--- src/rtl/aer_pkg.sv ---
// rtl/aer_pkg.sv - shared types and constants for the AER SRAM FIFO controller
package aer_pkg;

  typedef enum logic {
    FIFO_STD  = 1'b0,
    FIFO_FWFT = 1'b1
  } fifo_mode_e;

  localparam int OBUF_DEPTH = 2;
  localparam int OBUF_CW    = $clog2(OBUF_DEPTH + 1);

endpackage

--- src/rtl/sram_fifo_obuf.sv ---
// rtl/sram_fifo_obuf.sv - 2-entry registered output buffer fed by the SRAM read port
module sram_fifo_obuf
  import aer_pkg::*;
#(
  parameter int DWIDTH = 16
) (
  input  logic               clk,
  input  logic               rst_n,
  input  logic               clr,
  input  logic               push,
  input  logic [DWIDTH-1:0]  push_data,
  input  logic               pop,
  output logic [DWIDTH-1:0]  head,
  output logic [OBUF_CW-1:0] count
);

  logic [DWIDTH-1:0]  ent0_q, ent0_d;
  logic [DWIDTH-1:0]  ent1_q, ent1_d;
  logic [OBUF_CW-1:0] cnt_q, cnt_d;

  // A pop on an empty buffer is ignored; a push into a full buffer only lands alongside a pop.
  always_comb begin
    ent0_d = ent0_q;
    ent1_d = ent1_q;
    cnt_d  = cnt_q;
    if (clr) begin
      ent0_d = '0;
      ent1_d = '0;
      cnt_d  = '0;
    end else begin
      case (cnt_q)
        OBUF_CW'(0): begin
          if (push) begin
            ent0_d = push_data;
            cnt_d  = OBUF_CW'(1);
          end
        end
        OBUF_CW'(1): begin
          if (push && pop) begin
            ent0_d = push_data;
          end else if (push) begin
            ent1_d = push_data;
            cnt_d  = OBUF_CW'(2);
          end else if (pop) begin
            cnt_d  = OBUF_CW'(0);
          end
        end
        default: begin
          if (pop) begin
            ent0_d = ent1_q;
            if (push) ent1_d = push_data;
            else      cnt_d  = OBUF_CW'(1);
          end
        end
      endcase
    end
  end

  always_ff @(posedge clk or negedge rst_n) begin
    if (!rst_n) begin
      ent0_q <= '0;
      ent1_q <= '0;
      cnt_q  <= '0;
    end else begin
      ent0_q <= ent0_d;
      ent1_q <= ent1_d;
      cnt_q  <= cnt_d;
    end
  end

  assign head  = ent0_q;
  assign count = cnt_q;

endmodule

--- src/rtl/sram_fifo_ctrl_v2.sv ---
// rtl/sram_fifo_ctrl_v2.sv - dual-port SRAM FIFO controller with prefetch output buffer
module sram_fifo_ctrl_v2
  import aer_pkg::*;
#(
  parameter  int DWIDTH = 16,
  parameter  int DEPTH  = 16,
  parameter  int FWFT   = 1,
  localparam int AWIDTH = $clog2(DEPTH),
  localparam int WMASK  = DWIDTH / 8,
  localparam int CWIDTH = $clog2(DEPTH + 3)
) (
  input  logic              clk,
  input  logic              rst_n,
  input  logic              fifo_rst_n,
  input  logic              fifo_wr_en,
  input  logic [DWIDTH-1:0] fifo_wdata,
  input  logic              fifo_rd_en,
  output logic [DWIDTH-1:0] fifo_rdata,
  output logic              fifo_rvalid,
  output logic              fifo_empty,
  output logic              fifo_full,
  output logic [CWIDTH-1:0] fifo_numel,
  input  logic [CWIDTH-1:0] afull_thresh,
  input  logic [CWIDTH-1:0] aempty_thresh,
  output logic              fifo_afull,
  output logic              fifo_aempty,
  output logic              ovf_sticky,
  output logic              udf_sticky,
  output logic              ce_a,
  output logic              we_a,
  output logic [AWIDTH-1:0] addr_a,
  output logic [WMASK-1:0]  wmask_a,
  output logic [DWIDTH-1:0] wdata_a,
  input  logic [DWIDTH-1:0] rdata_a,
  output logic              ce_b,
  output logic              we_b,
  output logic [AWIDTH-1:0] addr_b,
  output logic [WMASK-1:0]  wmask_b,
  output logic [DWIDTH-1:0] wdata_b,
  input  logic [DWIDTH-1:0] rdata_b
);

  localparam fifo_mode_e        MODE      = (FWFT != 0) ? FIFO_FWFT : FIFO_STD;
  localparam logic [CWIDTH-1:0] NUMEL_MAX = CWIDTH'(DEPTH + OBUF_DEPTH);

  logic [AWIDTH-1:0]  wr_ptr_q, wr_ptr_d, rd_ptr_q, rd_ptr_d;
  logic [AWIDTH:0]    sram_cnt_q, sram_cnt_d;
  logic               inflight_q, inflight_d;
  logic [CWIDTH-1:0]  numel_q, numel_d;
  logic               afull_q, afull_d, aempty_q, aempty_d;
  logic               ovf_q, ovf_d, udf_q, udf_d;
  logic               acc_wr, acc_rd, issue;
  logic [DWIDTH-1:0]  obuf_head;
  logic [OBUF_CW-1:0] obuf_cnt;
  logic               unused_rdata_a;

  assign fifo_full  = (numel_q == NUMEL_MAX);
  assign fifo_empty = (obuf_cnt == '0);
  assign acc_wr     = fifo_rst_n && fifo_wr_en && !fifo_full;
  assign acc_rd     = fifo_rst_n && fifo_rd_en && !fifo_empty;
  // Issue only when the buffer can take the word even if nobody pops, so ce_b never looks at fifo_rd_en.
  assign issue      = fifo_rst_n && (sram_cnt_q != '0) &&
                      ((3'(obuf_cnt) + 3'(inflight_q)) < 3'(OBUF_DEPTH));

  always_comb begin
    wr_ptr_d   = wr_ptr_q;
    rd_ptr_d   = rd_ptr_q;
    sram_cnt_d = sram_cnt_q;
    inflight_d = 1'b0;
    numel_d    = numel_q;
    afull_d    = afull_q;
    aempty_d   = aempty_q;
    ovf_d      = ovf_q;
    udf_d      = udf_q;
    if (!fifo_rst_n) begin
      wr_ptr_d   = '0;
      rd_ptr_d   = '0;
      sram_cnt_d = '0;
      numel_d    = '0;
      afull_d    = 1'b0;
      aempty_d   = 1'b1;
      ovf_d      = 1'b0;
      udf_d      = 1'b0;
    end else begin
      wr_ptr_d   = wr_ptr_q + AWIDTH'(acc_wr);
      rd_ptr_d   = rd_ptr_q + AWIDTH'(issue);
      sram_cnt_d = sram_cnt_q + (AWIDTH+1)'(acc_wr) - (AWIDTH+1)'(issue);
      inflight_d = issue;
      numel_d    = numel_q + CWIDTH'(acc_wr) - CWIDTH'(acc_rd);
      afull_d    = (numel_d >= afull_thresh);
      aempty_d   = (numel_d <= aempty_thresh);
      ovf_d      = ovf_q | (fifo_wr_en && fifo_full);
      udf_d      = udf_q | (fifo_rd_en && fifo_empty);
    end
  end

  always_ff @(posedge clk or negedge rst_n) begin
    if (!rst_n) begin
      wr_ptr_q   <= '0;
      rd_ptr_q   <= '0;
      sram_cnt_q <= '0;
      inflight_q <= 1'b0;
      numel_q    <= '0;
      afull_q    <= 1'b0;
      aempty_q   <= 1'b1;
      ovf_q      <= 1'b0;
      udf_q      <= 1'b0;
    end else begin
      wr_ptr_q   <= wr_ptr_d;
      rd_ptr_q   <= rd_ptr_d;
      sram_cnt_q <= sram_cnt_d;
      inflight_q <= inflight_d;
      numel_q    <= numel_d;
      afull_q    <= afull_d;
      aempty_q   <= aempty_d;
      ovf_q      <= ovf_d;
      udf_q      <= udf_d;
    end
  end

  sram_fifo_obuf #(.DWIDTH(DWIDTH)) u_obuf (
    .clk       (clk),
    .rst_n     (rst_n),
    .clr       (!fifo_rst_n),
    .push      (inflight_q),
    .push_data (rdata_b),
    .pop       (acc_rd),
    .head      (obuf_head),
    .count     (obuf_cnt)
  );

  generate
    if (MODE == FIFO_FWFT) begin : g_fwft
      assign fifo_rdata  = obuf_head;
      assign fifo_rvalid = !fifo_empty;
    end else begin : g_std
      logic [DWIDTH-1:0] rdata_q, rdata_d;
      logic              rvalid_q, rvalid_d;

      always_comb begin
        rdata_d  = rdata_q;
        rvalid_d = 1'b0;
        if (!fifo_rst_n) begin
          rdata_d = '0;
        end else if (acc_rd) begin
          rdata_d  = obuf_head;
          rvalid_d = 1'b1;
        end
      end

      always_ff @(posedge clk or negedge rst_n) begin
        if (!rst_n) begin
          rdata_q  <= '0;
          rvalid_q <= 1'b0;
        end else begin
          rdata_q  <= rdata_d;
          rvalid_q <= rvalid_d;
        end
      end

      assign fifo_rdata  = rdata_q;
      assign fifo_rvalid = rvalid_q;
    end
  endgenerate

  assign fifo_numel     = numel_q;
  assign fifo_afull     = afull_q;
  assign fifo_aempty    = aempty_q;
  assign ovf_sticky     = ovf_q;
  assign udf_sticky     = udf_q;
  assign ce_a           = acc_wr;
  assign we_a           = acc_wr;
  assign addr_a         = wr_ptr_q;
  assign wmask_a        = {WMASK{acc_wr}};
  assign wdata_a        = fifo_wdata;
  assign ce_b           = issue;
  assign we_b           = 1'b0;
  assign addr_b         = rd_ptr_q;
  assign wmask_b        = '0;
  assign wdata_b        = '0;
  assign unused_rdata_a = ^rdata_a;

endmodule

--- config.mk ---
export PLATFORM = sky130hd
export DESIGN_NAME = sram_fifo_ctrl_v2
export DESIGN_NICKNAME = d
export VERILOG_FILES = /design/src/rtl/aer_pkg.sv /design/src/rtl/sram_fifo_obuf.sv /design/src/rtl/sram_fifo_ctrl_v2.sv
export SDC_FILE = /design/constraint.sdc
export NUM_CORES = 1
export LEC_CHECK = 0
export ABC_AREA = 1
export ABC_CLOCK_PERIOD_IN_PS = 3200
export BUFFER_PORTS_ARGS = -buffer_cell sky130_fd_sc_hd__buf_2
export CAP_MARGIN = 15
export CORE_MARGIN = 10
export CORE_UTILIZATION = 45
export DETAILED_ROUTE_END_ITERATION = 10
export PLACE_DENSITY = 0.87
export SYNTH_ARGS = -nofsm -noshare
export SYNTH_HDL_FRONTEND = slang
export SYNTH_SLANG_ARGS = --single-unit
--- constraint.sdc ---
create_clock -name clk -period 3.2 [get_ports clk]
set_clock_uncertainty 0.1 [all_clocks]
set_input_delay 0.64 -clock clk [delete_from_list [all_inputs] [get_ports clk]]
set_output_delay 0.64 -clock clk [all_outputs]
set_load 0.05 [all_outputs]
Word-level counts from Yosys, hierarchy flattened

Cells that the tools add are included.

Register bits: 57
Bits of input ports: 63
Output and inout port bits: 76

$add $sub $neg: 7
Magnitude comparators: 3
Eq/ne operators: 10
Muxes and demuxes: 27
Bitwise operators: 2
Reduce and logical (&&, ||, !) cells: 16

Operator list:

| cell                                                       | count |
|---|---|
| two-way mux 16 bit                                         | 8 |
| case mux 16 bit (2 select lines)                           | 2 |
| two-way mux 2 bit                                          | 7 |
| adder 5 x 1 -> 5 bit                                       | 2 |
| two-way mux 5 bit                                          | 2 |
| subtractor 5 x 1 -> 5 bit                                  | 2 |
| logical AND 1 bit                                          | 9 |
| adder 4 x 1 -> 4 bit                                       | 2 |
| two-way mux 4 bit                                          | 2 |
| != test 3 x 2 -> 1 bit, second input constant              | 2 |
| AND reduction 3 bit                                        | 2 |
| equality test 5 bit, second input constant                 | 1 |
| >= comparator 5 bit                                        | 1 |
| less-or-equal comparator 5 bit                             | 1 |
| two-way mux 1 bit                                          | 5 |
| AND reduction 5 bit                                        | 1 |
| nonzero test 5 bit                                         | 1 |
| != test 4 x 1 -> 1 bit, second input constant              | 1 |
| != test 4 x 3 -> 1 bit, second input constant              | 1 |
| != test 4 bit, second input constant                       | 1 |
| case mux 2 bit (2 select lines)                            | 1 |
| adder 2 x 1 -> 3 bit                                       | 1 |
| less-than comparator 3 x 2 -> 1 bit, second input constant | 1 |
| != test 3 x 1 -> 1 bit, second input constant              | 1 |
| other kinds (6)                                            | 8 |

Depth between registers and ports, before layout

Gate-level depths: netlist of run 1.

Depth after elaboration: 8
Gate-level depth with buffers: 22
Mapped depth without buffers: 22

By module

From an unflattened synthesis of run 1, not the netlist that was laid out.

Cell total of the unflattened synthesis: 479
Area total of the unflattened synthesis: 3,697.3 µm²

By module, submodules not included:

| module            | instances | cells an instance | area an instance (µm²) |
|---|---|---|---|
| sram_fifo_obuf    | 1         | 247               | 1,856.8 |
| sram_fifo_ctrl_v2 | 1         | 232               | 1,840.5 |

Worst setup path before layout of run 1

OpenSTA, ideal clock, no wires.

Kind: reg2reg
Start point: register numel_q[2] (netlist: fifo_numel[2])
End point: register afull_q (netlist: fifo_afull)
Library setup time: 132 ps
Arrival time: 4,218 ps
Slack: -1,250 ps
Cell stages (with the launch flop): 23
Path buffers: 0
Cell sequence: dfrtp_1 > inv_1 > ha_1 > nand3_1 > inv_1 > nor2_1 > inv_1 > ha_1 > inv_1 > ha_1 > inv_1 > fa_1 > inv_1 > nand3_1 > nand2_1 > nand2_1 > nand2_1 > inv_1 > ha_1 > a21oi_1 > o21ai_0 > nor2_1 > nor2_1

Word-level cells in the longest chain between the ends: 7

Ends and longest elaborated chain:

| element                   | RTL line                 | RTL |
|---|---|---|
| from (decl)               | sram_fifo_ctrl_v2.sv:49  | `logic [CWIDTH-1:0] numel_q, numel_d;` |
| from (signal assigned)    | sram_fifo_ctrl_v2.sv:113 | `numel_q <= numel_d;` |
| equality test 5 bit       | sram_fifo_ctrl_v2.sv:57  | `assign fifo_full = (numel_q == NUMEL_MAX);` |
| via fifo_full             | sram_fifo_ctrl_v2.sv:21  | `output logic fifo_full,` |
| zero test 1 bit           | sram_fifo_ctrl_v2.sv:59  | `assign acc_wr = fifo_rst_n && fifo_wr_en && !fifo_full;` |
| logical AND 1 bit         | sram_fifo_ctrl_v2.sv:59  |  |
| via ce_a                  | sram_fifo_ctrl_v2.sv:29  | `output logic ce_a,` |
| adder 5 x 1 -> 5 bit      | sram_fifo_ctrl_v2.sv:89  | `numel_d = numel_q + CWIDTH'(acc_wr) - CWIDTH'(acc_rd);` |
| subtractor 5 x 1 -> 5 bit | sram_fifo_ctrl_v2.sv:89  |  |
| >= comparator 5 bit       | sram_fifo_ctrl_v2.sv:90  | `afull_d = (numel_d >= afull_thresh);` |
| two-way mux 1 bit         | sram_fifo_ctrl_v2.sv:75  | `if (!fifo_rst_n) begin` |
| via afull_d               | sram_fifo_ctrl_v2.sv:50  | `logic afull_q, afull_d, aempty_q, aempty_d;` |
| to (signal assigned)      | sram_fifo_ctrl_v2.sv:114 | `afull_q <= afull_d;` |
| to (decl)                 | sram_fifo_ctrl_v2.sv:50  |  |

The timed path passes the listed nets, and every way through them passes these cells.
A chain may end at the register's enable or synchronous reset.

Worst setup path in the final report of run 1

Start point: register numel_q[3] (netlist: fifo_numel[3])
End point: register afull_q (netlist: fifo_afull)

Word-level cells in the longest chain between the ends: 7

Ends and longest elaborated chain:

| element                       | RTL line |
|---|---|
| equality test 5 bit           | sram_fifo_ctrl_v2.sv:57 |
| zero test 1 bit               | sram_fifo_ctrl_v2.sv:59 |
| logical AND 1 bit             | sram_fifo_ctrl_v2.sv:59 |
| adder 5 x 1 -> 5 bit (*)      | sram_fifo_ctrl_v2.sv:89 |
| subtractor 5 x 1 -> 5 bit (*) | sram_fifo_ctrl_v2.sv:89 |
| >= comparator 5 bit (*)       | sram_fifo_ctrl_v2.sv:90 |
| two-way mux 1 bit (*)         | sram_fifo_ctrl_v2.sv:75 |
| via afull_d                   | sram_fifo_ctrl_v2.sv:50 |

Mark *: on every way through the listed nets, which the timed path passes. The rest lies on a longest branch.

==> summary.md, run 1 <==
| Metric | Value |
|---|---|
| Status | `finished, final reports clean` |
| CTS tree | `built` |
| Delay of the slowest critical-path stage | `0.39 ns` |
| CTS buffer count | `9` |
| Fmax | `329 MHz` |
| Die height | `111 um` |
| Crit path max-delay cell type | `dfrtp_2` |
| Hpwl dp | `6890 um` |
| Clk Latency, worst-skew pair | `0.35 ns` |
| Initial DRC count | `155` |
| Endpoints failing setup | `0` |
| Met3 wire len | `about 900 um` |
| Via Count | `3197` |
| Metal2 WL | `approximately 4500 um` |
| Tot Pwr | `~4.4 mW` |
| WS Path Type | `flip-flop to flip-flop` |
| CTS Buffer Depth | `2` |
| GR Overflow Total | `0` |
| ANT cells | `0` |
| # rows | `32` |
| Slew Viols, Final | `0` |
| Final TNS setup | `0 ns` |
| Synth top area share | `38.0%` |
| Tcrit/Tclk final | `95.0%` |
| Crit-path leading delay family | `adder cells` |
| Residual DRC count | `0` |
| Most used DFF post-synth | `dfrtp_1` |
| Async SR Flop Fraction | `100%` |
| First-pass GRT wire length | `between 15000 and 20000 um` |
| Starting density of the core | `47.0%` |
| Leading area contributor after synthesis | `dfrtp_1` |
| Hold Vio Cnt, Final | `0` |
| Critical path launch point type | `flip-flop` |
| Yosys reg bits | `57` |
| CTS Root Buffer Type | `clkbuf_8` |
| Critical-path cell list | `inv_2 > ha_4 > nand3_4 > clkinvlp_4 > nor2_4 > inv_1 > ha_1 > inv_2 > ha_4 > inv_2 > fa_2 > inv_2 > nor2_1 > nor2_1 > ha_1 > a21oi_1 > o21ai_1 > nor2_1 > nor2_1` |
| Most frequent cells after synthesis | `134 x nand2_1, 57 x inv_1, 56 x dfrtp_1, 42 x buf_4, 30 x a21oi_1` |
| Worst hold slack | `around 0.23 ns` |
| Mean Syn Cell Area | `7.73 sq um` |
| Top sig layer | `met4` |
| PortBufs | `roughly 70` |
| Critical Path RT | `3.33 ns` |
| Layout Nets | `a little over 600` |
| Hold Path Class | `input pin to asynchronous set/reset pin` |
| Sequential fraction of the synthesis area | `around two fifths` |
| GRT Overall Usage | `15.4%` |
| Reg clk slew, reported paths | `around 0.080 ns` |
| Initial antenna violation count | `1` |
| Crit path DAT | `between 3 and 4 ns` |
| CTS H-tree depth | `3` |
| VDD IR max | `between 500 and 600 uV` |
| Slew HR | `51.5%` |
| M1 WL | `3590 um` |
| Layout Area Growth over Synthesis | `16.1%` |
| WL final | `around 9200 um` |
| Max Cap Viol | `0` |
| Largest net degree at the start of global routing | `32` |
| Clock sinks | `57` |
| Routed Antenna Nets | `0` |
| Routed wire per std cell | `14.4 um` |
| Unrepaired setup endpoints after global routing | `false` |
| Hold_buf cts | `0` |
| Ports | `approximately 140` |
| Most frequent cell after synthesis | `nand2_1` |
| WP buf/inv | `6` |
| Setup crit end kind | `flip-flop` |
| Gpl congestion | `about 0.79` |
| Post-Synthesis Cells | `477` |
| Top cells by area, synth | `dfrtp_1 38%, nand2_1 14%, ha_1 8.8%, buf_4 8.5%, inv_1 5.8%` |
| Synthesized cell area | `approximately 0.0037 sq mm` |
| Die area | `0.0122 sq mm` |
| 1st-pass router iterations | `5` |
| CORE AREA | `about 0.008 sq mm` |
| YS warnings | `0` |
| Share of layout cells above drive strength 1 | `26.8%` |
| Die X | `111 um` |
| Worst-margin pin slew | `0.728 ns` |
| CP max FO | `3` |
| Number of global-route vias before repair | `3384` |
| Static leakage | `2.51 nW` |
| EDFF count, synth | `0` |
| Post-synthesis cell type count | `31` |
| Period minus WS final | `3.04 ns` |
| Power Dens Cells | `1020 mW/mm^2` |
| Vias per cell | `5.00` |
[stage by stage]
step	utilization [%]	instances	setup slack (ns)	cell area, sq um
after floorplan	-	495	-0.444	3850
after global placement	51.2	622	0.0886	4020
after detailed placement	51.2	622	0.0478	4020
after CTS	54.3	638	0.132	4260
after global routing	54.6	639	0.00172	4280
final	54.6	639	0.159	4280
[placed cells by master, fill, tap and decap left out, types with 9 or more instances in the layout]
cell type / count
ha_1: 22
nand2_2: 16
buf_2: 71
nor2_1: 23
a21oi_1: 29
inv_1: 50
conb_1: 19
buf_4: 11
dfrtp_1: 53
nand4_1: 17
inv_2: 9
nand2_1: 132
clkbuf_8: 9
nand3_1: 27
[report_power, final]
part / internal (mW) / switching [mW] / total, mW
registers: 0.969 / 0.160 / 1.13
logic: 0.712 / 1.66 / 2.37
clock network: 0.525 / 0.323 / 0.847
total: 2.21 / 2.14 / 4.35
[final cells by class]
| cell class | count | area [sq um] |
|---|---|---|
| Fill cell | 759 | 3560 |
| Inverter | 61 | 233 |
| Multi-Input combinational cell | 321 | 1810 |
| Tap cell | 102 | 128 |
| Clock inverter | 7 | 125 |
| Clock buffer | 9 | 124 |
| Timing Repair Buffer | 82 | 438 |
| Sequential cell | 57 | 1430 |
[final timing paths]
path                            startpoint  slack, ns  cells after the start                 to
setup / recovery             fifo_numel[3]       0.16                     19         fifo_afull
hold / removal                       rst_n       0.23                      1  u_obuf.ent1_q[15]
setup reg to reg             fifo_numel[3]       0.16                     19         fifo_afull
hold reg to reg            u_obuf.head[14]       0.38                      2    u_obuf.head[14]
max in group asynchronous            rst_n       2.02                      2        fifo_aempty
min in group clk           u_obuf.head[14]       0.38                      2    u_obuf.head[14]
[routing by layer]
metal  global-route usage, %  vias up
met4                    4.75        0
li1                        -     1556
met1                    17.0     1474
met3                    6.86       23
met5                       0        -
met2                    26.1      144
[kinds of logic (layout without fill, tap and decap cells)]
group | after synthesis | after routing | synth area share, %
adder cells (fa/ha/maj) | 28 | 28 | 9.91
other | 1 | 19 | 0.102
flip-flops | 57 | 57 | 38.7
AO/OA/AOI/OAI | 44 | 44 | 6.58
buffers and inverters | 117 | 159 | 16.9
XOR/XNOR | 4 | 4 | 0.950
AND/OR/NAND/NOR | 226 | 226 | 26.8
[flip-flops by register name (all words and copies together) (netlist names)]
signal and cells:
addr_b 4, u_obuf.ent1_q 16, fifo_numel 5, inflight_q 1, u_obuf.count 2, sram_cnt_q 5
fifo_afull 1, u_obuf.head 16, fifo_aempty 1, addr_a 4, udf_sticky 1, ovf_sticky 1
[what timing repair did]
| action | CTS | global route |
|---|---|---|
| buffers inserted | 0 | 1 |
| gates resized for setup | 0 | 3 |
| setup endpoints to repair | 0 | 2 |
No activity file was read; power rests on OpenSTA's default activity.
==> run 2: changes to the inputs <==
--- a/config.mk
+++ b/config.mk
@@ -12,6 +12,7 @@
 export CORE_MARGIN = 10
 export CORE_UTILIZATION = 45
 export DETAILED_ROUTE_END_ITERATION = 10
+export GPL_TIMING_DRIVEN = 0
 export PLACE_DENSITY = 0.87
 export SYNTH_ARGS = -nofsm -noshare
 export SYNTH_HDL_FRONTEND = slang
==> run 2 against run 1 <==
Compared with the run above: clock power down 24%; largest power group unchanged; first-iteration DRC count fell by 12%; critical path type unchanged; combinational power grew 7%; largest cell class unchanged; core utilization increased by 4.7 points; cell area up 8.6%.
==> summary.md, run 2 (synthesized netlist as in run 1, its figures left out) <==
| Metric | Value |
|---|---|
| Share of layout cells above drive strength 1 | `around 34%` |
| Multi-input gate area | `0.00181 sq mm` |
| Gpl congestion | `0.813` |
| Ports | `139` |
| Critical-path cell list | `inv_2 > ha_4 > nand3_4 > clkinvlp_4 > nor2_4 > inv_2 > ha_4 > inv_2 > ha_2 > inv_2 > fa_2 > inv_2 > nand3_2 > nand2_1 > nand2_1 > nand2_2 > inv_4 > ha_4 > a21oi_2 > o21ai_1 > nor2_1 > nor2_1` |
| CTS buffer count | `9` |
| Fmax | `332 MHz` |
| Crit path max-delay cell type | `dfrtp_2` |
| Hold Vio Cnt, Final | `0` |
| Initial antenna violation count | `1` |
| Tot Pwr | `4.30 mW` |
| CTS Buffer Depth | `2` |
| Critical path launch point type | `flip-flop` |
| Crit-path most repeated cell | `inv_2` |
| Post-route cell area | `0.00465 sq mm` |
| Routed wire per std cell | `approximately 14 um` |
| Placed cell area | `~0.0044 sq mm` |
| Clk Latency, worst-skew pair | `between 0.3 and 0.4 ns` |
| Crit path DAT | `3.12 ns` |
| CTS H-tree depth | `3` |
| Critical Path RT | `approximately 3.3 ns` |
| Worst-margin pin slew | `0.730 ns` |
| Post-layout util | `59.3%` |
| GR Overflow Total | `0` |
| First-pass GRT wire length | `16500 um` |
| Die height | `111 um` |
| CP max FO | `3` |
| # rows | `32` |
| Static leakage | `2.76 nW` |
| Endpoints failing setup | `0` |
| Crit-path leading delay family | `adder cells` |
| GRT Overall Usage | `15.8%` |
| CORE AREA | `0.00785 sq mm` |
| Delay of the slowest critical-path stage | `roughly 0.38 ns` |
| Status | `finished, final reports clean` |
| Number of global-route vias before repair | `3585` |
| Die X | `111 um` |
| Residual DRC count | `0` |
| Hpwl dp | `roughly 7600 um` |
| VDD IR max | `460 uV` |
| 1st-pass router iterations | `4` |
| Clock sinks | `57` |
| Initial DRC count | `137` |
| Slew Viols, Final | `0` |
| Fill cell count | `712` |
| Die area | `0.0122 sq mm` |
| Hold Path Class | `input pin to asynchronous set/reset pin` |
| Most frequent cells in the layout | `132 x nand2_1, 91 x buf_2, 53 x dfrtp_1` |
| Reg clk slew, reported paths | `0.07 ns` |
| Cell Count, Final, Fillers Out | `701` |
| Layout Nets | `685` |
| Largest net degree at the start of global routing | `32` |
| Layout Area Growth over Synthesis | `26.1%` |
| CTS tree | `built` |
| Tcrit/Tclk final | `a little over nine tenths` |
| Power Dens Cells | `925 mW/mm^2` |
| Vias per cell | `4.85` |
| PortBufs | `87` |
| WP buf/inv | `7` |
| Slew HR | `51.3%` |
| Starting density of the core | `47.0%` |
| Setup crit end kind | `flip-flop` |
| Cell count after placement | `between 600 and 700` |
| Max Cap Viol | `0` |
| CTS Root Buffer Type | `clkbuf_8` |
| Commonest non-fill, non-tap cell in the layout | `nand2_1` |
| WS Path Type | `flip-flop to flip-flop` |
| Unrepaired setup endpoints after global routing | `false` |
| Period minus WS final | `3.01 ns` |
| WL final | `9620 um` |
| Register area | `0.00143 sq mm` |
| Via Count | `3402` |
| Routed Antenna Nets | `0` |
[run 2: final cells by class]
cell class	instances	area share [%]
Clock buffer	9	2.66
Antenna cell	1	0.0538
Clock inverter	6	1.29
Multi-Input combinational cell	321	38.9
Buffer	54	8.42
Sequential cell	57	30.8
Timing Repair Buffer	90	10.1
Tap cell	102	2.74
Inverter	61	5.06
[run 2: path summary, 6_finish.rpt]
kind / start / end / slack [ns] / cells past startpoint
setup / recovery: fifo_numel[3] / fifo_afull / 0.19 / 22
hold / removal: rst_n / u_obuf.head[9] / 0.25 / 1
setup reg to reg: fifo_numel[3] / fifo_afull / 0.19 / 22
hold reg to reg: u_obuf.head[10] / u_obuf.head[10] / 0.37 / 2
max in group asynchronous: rst_n / fifo_aempty / 2.08 / 2
min in group clk: u_obuf.head[10] / u_obuf.head[10] / 0.37 / 2
[run 2: worst reg2reg max path: cells and delay by family (launching register included)]
kind,cells,cell delay [ns]
buf+inv,7,0.43
flops,1,0.38
fa+ha+maj,5,1.12
simple gates,8,0.65
compound gates,2,0.19
[run 2: where the power goes]
| part | internal (mW) | total [mW] | switching (mW) | leakage (nW) |
|---|---|---|---|---|
| Combinational | 0.810 | 2.53 | 1.72 | 1.92 |
| Clock | 0.350 | 0.646 | 0.296 | 0.0909 |
| Sequential | 0.970 | 1.13 | 0.158 | 0.742 |
[run 2: layer usage]
metal | global-route usage (%) | vias up | wire, um
met5 | 0 | - | 0
met4 | 4.75 | 0 | 91
met3 | 7.78 | 11 | 981
met2 | 26.6 | 132 | 4760
met1 | 17.1 | 1573 | 3780
li1 | - | 1686 | -
[run 2: timing repair]
action,4_1_cts,5_1_grt
setup endpoints to repair,2,3
gates resized for setup,0,6
hold buffers,0,0
pin swaps,1,8
buffers inserted,1,1
[run 2: per-stage QoR]
stage	hold slack (ns)	TNS, ns	worst slack [ns]
global placement	0.349	-1.61	-0.711
global route	0.289	0	0.00283
CTS	0.247	0	0.0874
detailed placement	0.359	-2.26	-0.840
floorplan	0.244	-0.843	-0.444
finish	0.252	0	0.186
==> run 3: changes to the inputs <==
--- a/config.mk
+++ b/config.mk
@@ -9,6 +9,7 @@
 export ABC_CLOCK_PERIOD_IN_PS = 3200
 export BUFFER_PORTS_ARGS = -buffer_cell sky130_fd_sc_hd__buf_2
 export CAP_MARGIN = 15
+export CORE_ASPECT_RATIO = 0.9
 export CORE_MARGIN = 10
 export CORE_UTILIZATION = 45
 export DETAILED_ROUTE_END_ITERATION = 10
==> run 3 against run 2 <==
Compared with the run above: maximum frequency down 0.16%; count of clock-buffer cells in the layout up 1; via count about the same; worst hold slack worse by 0.0010 ns; critical endpoint unchanged; sequential share of layout area about the same; die area about the same; sequential power about the same; register-to-register slack about the same; critical path depth unchanged; cell area up 0.11%.
==> summary.md, run 3 (synthesized netlist as in run 1, its figures left out) <==
| Metric | Value |
|---|---|
| GRT Overall Usage | `15.5%` |
| Critical path launch point type | `flip-flop` |
| Slew HR | `53.0%` |
| Residual DRC count | `0` |
| Clk Latency, worst-skew pair | `0.33 ns` |
| Tot Pwr | `4.26 mW` |
| Power Dens Cells | `slightly above 900 mW/mm^2` |
| Layout Area Growth over Synthesis | `26.2%` |
| Delay of the slowest critical-path stage | `0.39 ns` |
| Hold_buf cts | `0` |
| GR Overflow Total | `0` |
| Status | `finished, final reports clean` |
| Hold Path Class | `input pin to asynchronous set/reset pin` |
| Post-route cell area | `0.00466 sq mm` |
| Fill cell count | `718` |
| Die area | `0.0122 sq mm` |
| Multi-input gate area | `0.00181 sq mm` |
| Reg clk slew, reported paths | `0.07 ns` |
| Critical Path RT | `3.30 ns` |
| Crit path max-delay cell type | `dfrtp_2` |
| CTS H-tree depth | `3` |
| Routed Antenna Nets | `0` |
| First-pass GRT wire length | `roughly 16000 um` |
| Cell Count, Final, Fillers Out | `703` |
| Worst-margin pin slew | `0.704 ns` |
| Layout Nets | `688` |
| Endpoints failing setup | `0` |
| CTS Buffer Depth | `2` |
| Clock sinks | `57` |
| Vias per cell | `4.84` |
| CTS buffer count | `9` |
| Hold Vio Cnt, Final | `0` |
| Placed cell area | `0.00443 sq mm` |
| Register area | `0.00143 sq mm` |
| Number of global-route vias before repair | `3412` |
| Slew Viols, Final | `0` |
| Critical-path cell list | `inv_2 > ha_4 > nand3_4 > clkinvlp_4 > nor2_4 > inv_2 > ha_4 > inv_1 > ha_2 > inv_2 > fa_2 > inv_2 > nand3_2 > nand2_2 > nand2_2 > nand2_2 > inv_4 > ha_4 > a21oi_2 > o21ai_1 > nor2_1 > nor2_1` |
| Period minus WS final | `3.02 ns` |
| PortBufs | `between 80 and 90` |
| Die height | `~110 um` |
| CTS Root Buffer Type | `clkbuf_8` |
| Starting density of the core | `45.9%` |
| Most frequent cells in the layout | `130 x nand2_1, 91 x buf_2, 53 x dfrtp_1` |
| Largest net degree at the start of global routing | `32` |
| VDD IR max | `675 uV` |
| Fmax | `331 MHz` |
| Crit-path most repeated cell | `inv_2` |
| CP max FO | `3` |
| Die X | `115 um` |
| Gpl congestion | `0.854` |
| Hpwl dp | `7620 um` |
| 1st-pass router iterations | `4` |
| Cell count after placement | `682` |
| Max Cap Viol | `0` |
| CORE AREA | `0.00803 sq mm` |
| Crit path DAT | `3.12 ns` |
| Share of layout cells above drive strength 1 | `about a third` |
| Routed wire per std cell | `13.7 um` |
| Initial antenna violation count | `2` |
| Initial DRC count | `197` |
| Setup crit end kind | `flip-flop` |
| # rows | `31` |
| Tcrit/Tclk final | `94.3%` |
| Commonest non-fill, non-tap cell in the layout | `nand2_1` |
| WL final | `9650 um` |
| CTS tree | `built` |
| WS Path Type | `flip-flop to flip-flop` |
| Static leakage | `2.77 nW` |
| Via Count | `3403` |
| Ports | `roughly 140` |
## run 3: cell count changes in the layout (fill, tap and decap cells not counted)
cell / change
nand2_2: +2
bufinv_16: -1
clkbuf_1: +1
nand2_1: -2
inv_1: +1
buf_4: +3
diode_2: +1
inv_2: -1
clkinv_2: +1
## run 3: where the power goes
part | internal [mW] | leakage (nW) | switching (mW) | total, mW
sequential | 0.970 | 0.742 | 0.161 | 1.13
clock | 0.275 | 0.0818 | 0.290 | 0.565
combinational | 0.826 | 1.94 | 1.74 | 2.56
total | 2.07 | 2.77 | 2.19 | 4.26
## run 3: critical path, delay by kind of cell, from the launching register on
family                   cells  cell delay (ns)
adder cells (fa/ha/maj)      5             1.09
AND/OR/NAND/NOR              8             0.69
buffers and inverters        7             0.42
flip-flops                   1             0.39
AO/OA/AOI/OAI                2             0.20
## run 3: path summary, 6_finish.rpt
| kind | from | endpoint | slack, ns | depth (start not counted) |
|---|---|---|---|---|
| max in group asynchronous | rst_n | fifo_aempty | 2.09 | 2 |
| worst max register to register | fifo_numel[3] | fifo_afull | 0.18 | 22 |
| worst min-delay path | rst_n | u_obuf.head[11] | 0.25 | 1 |
| worst max-delay path | fifo_numel[3] | fifo_afull | 0.18 | 22 |
| min in group clk | u_obuf.head[10] | u_obuf.head[10] | 0.37 | 2 |
| worst min register to register | u_obuf.head[10] | u_obuf.head[10] | 0.37 | 2 |
## run 3: area by class of cell
type | instances | share of cell area (%)
tap | 99 | 2.66
antenna | 2 | 0.107
timing repair buffer | 93 | 10.6
inverter | 61 | 5.05
buffer | 54 | 8.41
clock buffer | 10 | 2.74
multi-input combinational | 321 | 38.9
clock inverter | 6 | 0.752
sequential | 57 | 30.7
## run 3: through the flow
| stage | utilization, % | setup TNS [ns] | hold slack (ns) | worst slack, ns |
|---|---|---|---|---|
| 5_1_grt | 58.0 | -0.00617 | 0.299 | -0.00617 |
| 3_3_place_gp | 54.9 | -1.36 | 0.350 | -0.664 |
| 4_1_cts | 57.3 | 0 | 0.276 | 0.0973 |
| 6_report | 58.0 | 0 | 0.251 | 0.181 |
| 3_5_place_dp | 55.2 | -1.65 | 0.355 | -0.742 |
| 2_1_floorplan | - | -0.843 | 0.244 | -0.444 |
## run 3: repair_timing
action | 4_1_cts | 5_1_grt
setup endpoints to repair | 2 | 3
resized for setup | 0 | 7
pin swaps | 1 | 7
setup buffers | 1 | 4
hold endpoints to repair | 0 | 0
## run 3: layer usage
metal | global-route usage (%) | part of all wire (%) | vias to the layer above
li1 | - | - | 1688
met1 | 17.7 | 39 | 1576
met2 | 26.6 | 50 | 129
met3 | 6.24 | 9.8 | 10
met4 | 3.71 | 0.90 | 0
met5 | 0 | 0 | -
